$ cat config.mk
export PLATFORM = sky130hd
export DESIGN_NAME = mem_pattern_tester
export DESIGN_NICKNAME = d
export VERILOG_FILES = /design/src/rtl/mem_defines.sv /design/src/rtl/pattern_gen.sv /design/src/rtl/mem_pattern_tester.sv
export SDC_FILE = /design/constraint.sdc
export NUM_CORES = 1
export LEC_CHECK = 0
export CAP_MARGIN = 0
export CORE_MARGIN = 3
export CORE_UTILIZATION = 45
export DETAILED_ROUTE_END_ITERATION = 16
export PLACE_DENSITY = 0.84
export RECOVER_POWER = 100
export SYNTH_ARGS = -nofsm -noshare
export SYNTH_HDL_FRONTEND = slang
export SYNTH_SLANG_ARGS = --single-unit
$ cat constraint.sdc
create_clock -name i_clk -period 3.64 [get_ports i_clk]
set_clock_uncertainty 0.1 [all_clocks]
set_input_delay 0.728 -clock i_clk [delete_from_list [all_inputs] [get_ports i_clk]]
set_output_delay 0.728 -clock i_clk [all_outputs]
set_load 0.02 [all_outputs]
$ cat src/rtl/mem_defines.sv
// Shared types and constants for the memory pattern tester.
package mem_defines;

  typedef enum logic [2:0] {
    S_IDLE   = 3'd0,
    S_WR_REQ = 3'd1,
    S_WR_GAP = 3'd2,
    S_RD_REQ = 3'd3,
    S_RD_GAP = 3'd4,
    S_FINISH = 3'd5
  } tester_state_t;

  typedef enum logic [1:0] {
    MODE_ADDR     = 2'd0,
    MODE_LFSR     = 2'd1,
    MODE_INV_ADDR = 2'd2,
    MODE_WALK1    = 2'd3
  } tester_mode_t;

  localparam logic [31:0] LFSR_TAPS = 32'h8020_0003;

  // Right-shifting Galois step
  function automatic logic [31:0] lfsr_next(input logic [31:0] v);
    return (v >> 1) ^ (v[0] ? LFSR_TAPS : 32'h0);
  endfunction

  // An all-zero LFSR would lock up, so a zero seed becomes 1
  function automatic logic [31:0] lfsr_seed(input logic [31:0] s);
    return (s == 32'h0) ? 32'h1 : s;
  endfunction

endpackage

$ cat src/rtl/pattern_gen.sv
// Data pattern generator: LFSR state plus the per-mode data mux.
// o_data is the pattern of the word being issued this cycle; i_step advances the LFSR past it.
module pattern_gen
  import mem_defines::*;
#(
  parameter int unsigned ADDR_W = 32,
  parameter int unsigned DATA_W = 32,
  parameter int unsigned BIT_W  = 5
) (
  input  logic              i_clk,
  input  logic              i_rst,
  input  logic              i_load,
  input  logic              i_step,
  input  logic [31:0]       i_seed,
  input  tester_mode_t      i_mode,
  input  logic [ADDR_W-1:0] i_addr,
  input  logic [BIT_W-1:0]  i_bit,
  output logic [DATA_W-1:0] o_data
);

  logic [31:0]       r_lfsr;
  logic [31:0]       w_cur;
  logic [DATA_W-1:0] w_lfsr_data;

  // A load lets the seed itself serve as the word's value in the same cycle
  assign w_cur = i_load ? lfsr_seed(i_seed) : r_lfsr;

  generate
    if (DATA_W == 64) begin : g_wide
      assign w_lfsr_data = DATA_W'({~w_cur, w_cur});
    end else begin : g_narrow
      assign w_lfsr_data = DATA_W'(w_cur);
    end
  endgenerate

  always_ff @(posedge i_clk) begin
    if (i_rst) begin
      r_lfsr <= 32'h1;
    end else if (i_step) begin
      r_lfsr <= lfsr_next(w_cur);
    end
  end

  always_comb begin
    o_data = '0;
    case (i_mode)
      MODE_ADDR:     o_data = DATA_W'(i_addr);
      MODE_LFSR:     o_data = w_lfsr_data;
      MODE_INV_ADDR: o_data = ~DATA_W'(i_addr);
      MODE_WALK1:    o_data = DATA_W'(1) << i_bit;
      default:       o_data = '0;
    endcase
  end

endmodule

$ cat src/rtl/mem_pattern_tester.sv
// Memory tester: writes a pattern over a word range, reads it back and checks it,
// reporting error count, first failing word and request timeouts.
module mem_pattern_tester
  import mem_defines::*;
#(
  parameter int unsigned ADDR_W   = 32,
  parameter int unsigned DATA_W   = 32,
  parameter int unsigned CNT_W    = 16,
  parameter int unsigned TIMEOUT  = 100,
  parameter int unsigned ERR_STOP = 0
) (
  input  logic                i_clk,
  input  logic                i_rst,
  input  logic                i_start,
  input  logic [ADDR_W-1:0]   i_base_addr,
  input  logic [CNT_W-1:0]    i_num_words,
  input  logic [1:0]          i_mode,
  input  logic [31:0]         i_seed,
  output logic                o_busy,
  output logic                o_done,
  output logic                o_pass,
  output logic                o_timeout,
  output logic [CNT_W-1:0]    o_err_cnt,
  output logic [ADDR_W-1:0]   o_fail_addr,
  output logic [DATA_W-1:0]   o_fail_exp,
  output logic [DATA_W-1:0]   o_fail_got,
  output logic [ADDR_W-1:0]   o_mem_addr,
  output logic [DATA_W-1:0]   o_mem_wdata,
  output logic                o_mem_wr,
  output logic                o_mem_rd,
  output logic                o_mem_valid,
  output logic [DATA_W/8-1:0] o_mem_be,
  input  logic [DATA_W-1:0]   i_mem_rdata,
  input  logic                i_mem_done
);

  localparam int unsigned BYTES = DATA_W / 8;
  localparam int unsigned BIT_W = $clog2(DATA_W);
  localparam int unsigned TO_W  = (TIMEOUT > 1) ? $clog2(TIMEOUT) : 1;

  tester_state_t       r_state;
  tester_mode_t        r_mode;
  logic [31:0]         r_seed;
  logic [ADDR_W-1:0]   r_base;
  logic [ADDR_W-1:0]   r_addr;
  logic [CNT_W-1:0]    r_num;
  logic [CNT_W-1:0]    r_idx;
  logic [TO_W-1:0]     r_tcnt;
  logic                r_busy;
  logic                r_done;
  logic                r_pass;
  logic                r_timeout;
  logic [CNT_W-1:0]    r_err_cnt;
  logic [ADDR_W-1:0]   r_fail_addr;
  logic [DATA_W-1:0]   r_fail_exp;
  logic [DATA_W-1:0]   r_fail_got;
  logic [DATA_W-1:0]   r_wdata;
  logic                r_wr;
  logic                r_rd;
  logic                r_valid;
  logic [DATA_W/8-1:0] r_be;

  logic                w_last;
  logic                w_load;
  logic                w_step;
  logic                w_tmo;
  logic                w_mismatch;
  tester_mode_t        w_mode;
  logic [31:0]         w_seed;
  logic [ADDR_W-1:0]   w_issue_addr;
  logic [CNT_W-1:0]    w_issue_idx;
  logic [DATA_W-1:0]   w_pattern;

  assign w_last     = (r_idx == r_num - CNT_W'(1));
  assign w_tmo      = (r_tcnt == TO_W'(TIMEOUT - 1));
  // During reads the expected word is carried on the write-data register
  assign w_mismatch = (i_mem_rdata != r_wdata);

  // Address, index and LFSR control for the word issued at the coming edge
  always_comb begin
    w_mode       = r_mode;
    w_seed       = r_seed;
    w_load       = 1'b0;
    w_step       = 1'b0;
    w_issue_addr = r_addr + ADDR_W'(BYTES);
    w_issue_idx  = r_idx + CNT_W'(1);
    case (r_state)
      S_IDLE: begin
        w_mode       = tester_mode_t'(i_mode);
        w_seed       = i_seed;
        w_issue_addr = i_base_addr;
        w_issue_idx  = '0;
        w_load       = 1'b1;
        w_step       = i_start && (i_num_words != '0);
      end
      S_WR_GAP: begin
        w_step = 1'b1;
        if (w_last) begin
          w_issue_addr = r_base;
          w_issue_idx  = '0;
          w_load       = 1'b1;
        end
      end
      S_RD_GAP: w_step = !w_last;
      default: ;
    endcase
  end

  pattern_gen #(
    .ADDR_W (ADDR_W),
    .DATA_W (DATA_W),
    .BIT_W  (BIT_W)
  ) u_pattern_gen (
    .i_clk  (i_clk),
    .i_rst  (i_rst),
    .i_load (w_load),
    .i_step (w_step),
    .i_seed (w_seed),
    .i_mode (w_mode),
    .i_addr (w_issue_addr),
    .i_bit  (w_issue_idx[BIT_W-1:0]),
    .o_data (w_pattern)
  );

  // Control FSM with all outputs registered
  always_ff @(posedge i_clk) begin
    if (i_rst) begin
      r_state     <= S_IDLE;
      r_mode      <= MODE_ADDR;
      r_seed      <= '0;
      r_base      <= '0;
      r_addr      <= '0;
      r_num       <= '0;
      r_idx       <= '0;
      r_tcnt      <= '0;
      r_busy      <= 1'b0;
      r_done      <= 1'b0;
      r_pass      <= 1'b0;
      r_timeout   <= 1'b0;
      r_err_cnt   <= '0;
      r_fail_addr <= '0;
      r_fail_exp  <= '0;
      r_fail_got  <= '0;
      r_wdata     <= '0;
      r_wr        <= 1'b0;
      r_rd        <= 1'b0;
      r_valid     <= 1'b0;
      r_be        <= '0;
    end else begin
      r_be   <= '1;
      r_done <= 1'b0;
      case (r_state)
        S_IDLE: begin
          if (i_start) begin
            r_base      <= i_base_addr;
            r_num       <= i_num_words;
            r_mode      <= tester_mode_t'(i_mode);
            r_seed      <= i_seed;
            r_addr      <= i_base_addr;
            r_idx       <= '0;
            r_tcnt      <= '0;
            r_wdata     <= w_pattern;
            r_err_cnt   <= '0;
            r_timeout   <= 1'b0;
            r_pass      <= 1'b0;
            r_fail_addr <= '0;
            r_fail_exp  <= '0;
            r_fail_got  <= '0;
            if (i_num_words == '0) begin
              r_state <= S_FINISH;
              r_done  <= 1'b1;
              r_pass  <= 1'b1;
            end else begin
              r_state <= S_WR_REQ;
              r_busy  <= 1'b1;
              r_valid <= 1'b1;
              r_wr    <= 1'b1;
            end
          end
        end
        S_WR_REQ, S_RD_REQ: begin
          // Completion wins over a timeout landing in the same cycle
          if (i_mem_done) begin
            r_valid <= 1'b0;
            r_wr    <= 1'b0;
            r_rd    <= 1'b0;
            r_state <= (r_state == S_WR_REQ) ? S_WR_GAP : S_RD_GAP;
            if ((r_state == S_RD_REQ) && w_mismatch) begin
              if (r_err_cnt != '1) r_err_cnt <= r_err_cnt + CNT_W'(1);
              if (r_err_cnt == '0) begin
                r_fail_addr <= r_addr;
                r_fail_exp  <= r_wdata;
                r_fail_got  <= i_mem_rdata;
              end
              if (ERR_STOP != 0) begin
                r_state <= S_FINISH;
                r_done  <= 1'b1;
                r_busy  <= 1'b0;
                r_pass  <= 1'b0;
              end
            end
          end else if (w_tmo) begin
            r_valid   <= 1'b0;
            r_wr      <= 1'b0;
            r_rd      <= 1'b0;
            r_timeout <= 1'b1;
            r_state   <= S_FINISH;
            r_done    <= 1'b1;
            r_busy    <= 1'b0;
            r_pass    <= 1'b0;
          end else begin
            r_tcnt <= r_tcnt + TO_W'(1);
          end
        end
        S_WR_GAP: begin
          r_tcnt  <= '0;
          r_valid <= 1'b1;
          r_wdata <= w_pattern;
          r_addr  <= w_issue_addr;
          r_idx   <= w_issue_idx;
          if (w_last) begin
            r_state <= S_RD_REQ;
            r_rd    <= 1'b1;
          end else begin
            r_state <= S_WR_REQ;
            r_wr    <= 1'b1;
          end
        end
        S_RD_GAP: begin
          if (w_last) begin
            r_state <= S_FINISH;
            r_done  <= 1'b1;
            r_busy  <= 1'b0;
            r_pass  <= (r_err_cnt == '0);
          end else begin
            r_tcnt  <= '0;
            r_valid <= 1'b1;
            r_rd    <= 1'b1;
            r_wdata <= w_pattern;
            r_addr  <= w_issue_addr;
            r_idx   <= w_issue_idx;
            r_state <= S_RD_REQ;
          end
        end
        S_FINISH: r_state <= S_IDLE;
        default:  r_state <= S_IDLE;
      endcase
    end
  end

  assign o_busy      = r_busy;
  assign o_done      = r_done;
  assign o_pass      = r_pass;
  assign o_timeout   = r_timeout;
  assign o_err_cnt   = r_err_cnt;
  assign o_fail_addr = r_fail_addr;
  assign o_fail_exp  = r_fail_exp;
  assign o_fail_got  = r_fail_got;
  assign o_mem_addr  = r_addr;
  assign o_mem_wdata = r_wdata;
  assign o_mem_wr    = r_wr;
  assign o_mem_rd    = r_rd;
  assign o_mem_valid = r_valid;
  assign o_mem_be    = r_be;

endmodule

==> results by group <==
Status
  – Status: finished, violations left
  – Failing checks: max-capacitance violations, max-slew violations

Floorplanning
  – Core area: 38000 um^2
  – Die Wd: 203 um
  – Cell row count: 71
  – Starting Density: 46.0%
  – Die Ht: 203 um
  – I/O pins: 305
  – DIE AREA: 41300 um^2

Flow run
  – Max Cap Viol: 1

Route
  – Routed wire length: 75300 um
  – DR vias/cell: 6.42
  – Post-route ant nets: 0
  – Number of detailed-route iterations in the first pass: 6
  – Wire length per cell: 23.6 um
  – Via Count: 20500
  – DRT iter0 DRCs: 2654
  – Drt drc: 0

Clock tree
  – Clock root buffer: clkbuf_16
  – Clk buf depth: 3
  – # hold bufs at CTS: 0
  – Total CTS buffers: 38
  – H-tree levels: 2
  – CTS tree: built
  – CTS clk-pin slew, worst paths: 0.06 ns
  – Clock insertion delay at the later pin of the skew report: 0.54 ns
  – # clock sinks: 324

Setup path
  – CP Class: reg -> reg
  – Slowest library cell on the worst path: or4_4
  – Max incr delay on CP: 0.53 ns
  – Worst R2R Path Depth: 12
  – Crit-path cells: or4_4 > or4_4 > a221oi_2 > o2111a_1 > o2111a_2 > buf_12 > buf_12 > mux2i_1 > a21oi_1 > buf_4 > a221oi_4 > a211oi_2
  – CP Launch Type: flip-flop
  – CP Data Required Time: 3.95 ns
  – Worst path arrival time: 3.89 ns
  – Stages on the worst setup path: 12
  – Critical path peak fanout: 7
  – Crit path capture type: flip-flop
  – Worst Path Buf+Inv: 3
  – CP top delay family: compound AO/OA/AOI/OAI gates

Power
  – PwrDens: 471 nW/um^2
  – Final Power: 0.0112 W
  – Lkg Pwr: 9.19 nW
  – Max IR drop VDD: 314 uV

Timing
  – Final Max Slew Viols: 65
  – Achievable Freq: 0.280 GHz
  – Min cycle time layout: 3.58 ns
  – Period utilization: 98.3%
  – Final worst setup slack: 0.0633 ns
  – Endpoints failing setup: 0
  – Worst slew pin tran: 1.54 ns
  – Hold violation total from the final report: 0
  – RSZ-0062 raised after global routing: yes
  – Slew margin rel.: -2.97%

Global routing
  – First-pass GRT wire length: 112000 um
  – Initial antenna violation count: 2
  – Congestion Overflow GR: 0
  – Largest net degree at the start of global routing: 119
  – Vias in the first global route: 19100
  – Overall routing resource usage: 33.9%

Placement
  – Gpl congestion: 1.07
  – Pre-CTS setup slack: -0.232 ns
  – Area after DPL: 21900 um^2
  – Number of port buffers: 304
  – Final HPWL DP: 53500 um
  – Placed cell count: 3109

Yosys
  – Top cells by area, synth: dfxtp_1, nand2_1, a21oi_1
  – Syn_area_per_cell: 7.55 um^2
  – Sequential-to-total area share from yosys stat: 37.0%
  – Count of unique library cells instantiated by Yosys: 79
  – Synth area leader: dfxtp_1
  – Net Count, Synth: 2442
  – Post-synth ARST share: 0%
  – Mapped Cells: 2318
  – Ys Warns: 0
  – Ys flop type: dfxtp_1
  – Mapped Area: 17500 um^2
  – Yosys top cell area share: 37.0%
  – Number of enable flip-flop cells after synthesis: 0
  – Register bit count reported by yosys: 324

Min path
  – Hold depth: 2
  – HP Class: reg -> reg

Cells and area
  – Final core occ: 62.3%
  – Layout cell share with drive strength beyond 1: 12.8%
  – Final instance area: 23700 um^2
  – Nets: 2779
  – Fin cells: 3192
  – P&R area growth vs syn: 35.2%
==> synthesized netlist by cell type, types with 6 or more instances <==
| cell | number |
|---|---|
| nand2_1 | 461 |
| dfxtp_1 | 324 |
| a21oi_1 | 311 |
| clkbuf_1 | 154 |
| nand3_1 | 153 |
| nor2_1 | 102 |
| o21ai_0 | 71 |
| nor3_1 | 58 |
| xnor2_1 | 56 |
| mux2i_1 | 48 |
| and3_1 | 47 |
| nor4_1 | 46 |
| xor2_1 | 45 |
| or3_1 | 39 |
| nand4_1 | 31 |
| o22ai_1 | 28 |
| o211ai_1 | 22 |
| a221oi_1 | 20 |
| buf_1 | 19 |
| a22oi_1 | 18 |
| inv_1 | 16 |
| a21o_1 | 15 |
| buf_2 | 15 |
| a211oi_1 | 14 |
| o211a_1 | 14 |
| a221oi_2 | 13 |
| nand3b_1 | 13 |
| a31oi_1 | 12 |
| a2111oi_0 | 11 |
| nand2b_1 | 9 |
| o32ai_1 | 9 |
| or2_2 | 8 |
| and4_1 | 7 |
| o2bb2ai_1 | 7 |
| buf_4 | 6 |
| ha_1 | 6 |
==> area by class of cell <==
| type | instances | area [um^2] |
|---|---|---|
| diodes | 1 | 2.50 |
| clock buffers | 55 | 1150 |
| clock inverters | 10 | 56.3 |
| fillers | 3260 | 14300 |
| inverters | 16 | 60.1 |
| multi-input cells | 1780 | 10600 |
| flip-flops and latches | 324 | 6490 |
| well taps | 511 | 639 |
| repair buffers | 495 | 4720 |
==> state kept, by name (all words and copies together), names as in the netlist, 32 cells and up <==
name and cells:
o_fail_addr 32, o_fail_exp 32, o_fail_got 32, o_mem_addr 32, o_mem_wdata 32, r_base 32
r_seed 32, u_pattern_gen.r_lfsr 32
==> metrics by stage <==
stage | TNS [ns] | hold WS, ns
after global placement | -2.48 | 0.336
after detailed placement | -4.96 | 0.344
after CTS | 0 | 0.350
after global routing | -0.424 | 0.364
after floorplan | 0 | 0.331
final | 0 | 0.344
==> cells by family after synthesis <==
kind of cell	count (synthesis)	synth area share, %
and+or+nand+nor	1000	26.6
AOI/OAI and AO/OA	619	22.5
buffers and inverters	214	5.07
DFF	324	37.0
muxes	52	3.00
xor gates and xnor gates	103	5.31
adders and majority gates	6	0.429
==> placed cells by master (no fill, tap or decap), drive strengths merged, types with 17 or more instances in the layout <==
cell,instances
a21oi,312
o22ai,29
a211oi,17
inv,17
clkbuf,65
nand4,31
buf,182
xnor2,56
nor3,58
nand2,461
xor2,45
dfxtp,324
or3,39
dlygate4sd3,189
and3,47
clkdlybuf4s50,114
mux2i,48
o211ai,22
nor2,102
o21ai,72
a22oi,18
nor4,47
a221oi,33
nand3,153
==> final timing paths <==
check / startpoint / to / slack [ns]
worst max-delay path: r_num[3]$_SDFFE_PP0P_ / o_mem_wdata[3]$_SDFFE_PP0P_ / 0.06
worst min-delay path: o_fail_got[1]$_SDFFE_PP0P_ / o_fail_got[1]$_SDFFE_PP0P_ / 0.34
worst max register to register: r_num[3]$_SDFFE_PP0P_ / o_mem_wdata[3]$_SDFFE_PP0P_ / 0.06
worst min register to register: o_fail_got[1]$_SDFFE_PP0P_ / o_fail_got[1]$_SDFFE_PP0P_ / 0.34
==> report_power, final <==
group          total [W]  internal (W)  switching, W
registers        0.00412       0.00380      0.000316
logic            0.00331       0.00127       0.00204
clock network    0.00372       0.00218       0.00154
==> what timing repair did <==
action,in CTS,in global routing
endpoints found under the setup margin,8,62
buffers inserted,0,17
pin swaps,1,22
endpoints found under the hold margin,0,0
resized for setup,9,69
gates cloned,0,3
==> per-layer routing <==
layer,GRT usage [%],part of all wire (%),vias up
met4,14.9,5.0,2
met2,54.0,45,1506
li1,-,-,9032
met5,0,0.029,-
met1,43.6,38,9645
met3,8.64,12,300
==> tightest hold or removal path, cell delays in order (launching register included) <==
cell	delay [ns]
dfxtp_1	0.30
nand2_1	0.05
a21oi_1	0.05
(Power assumes the default switching activity.)
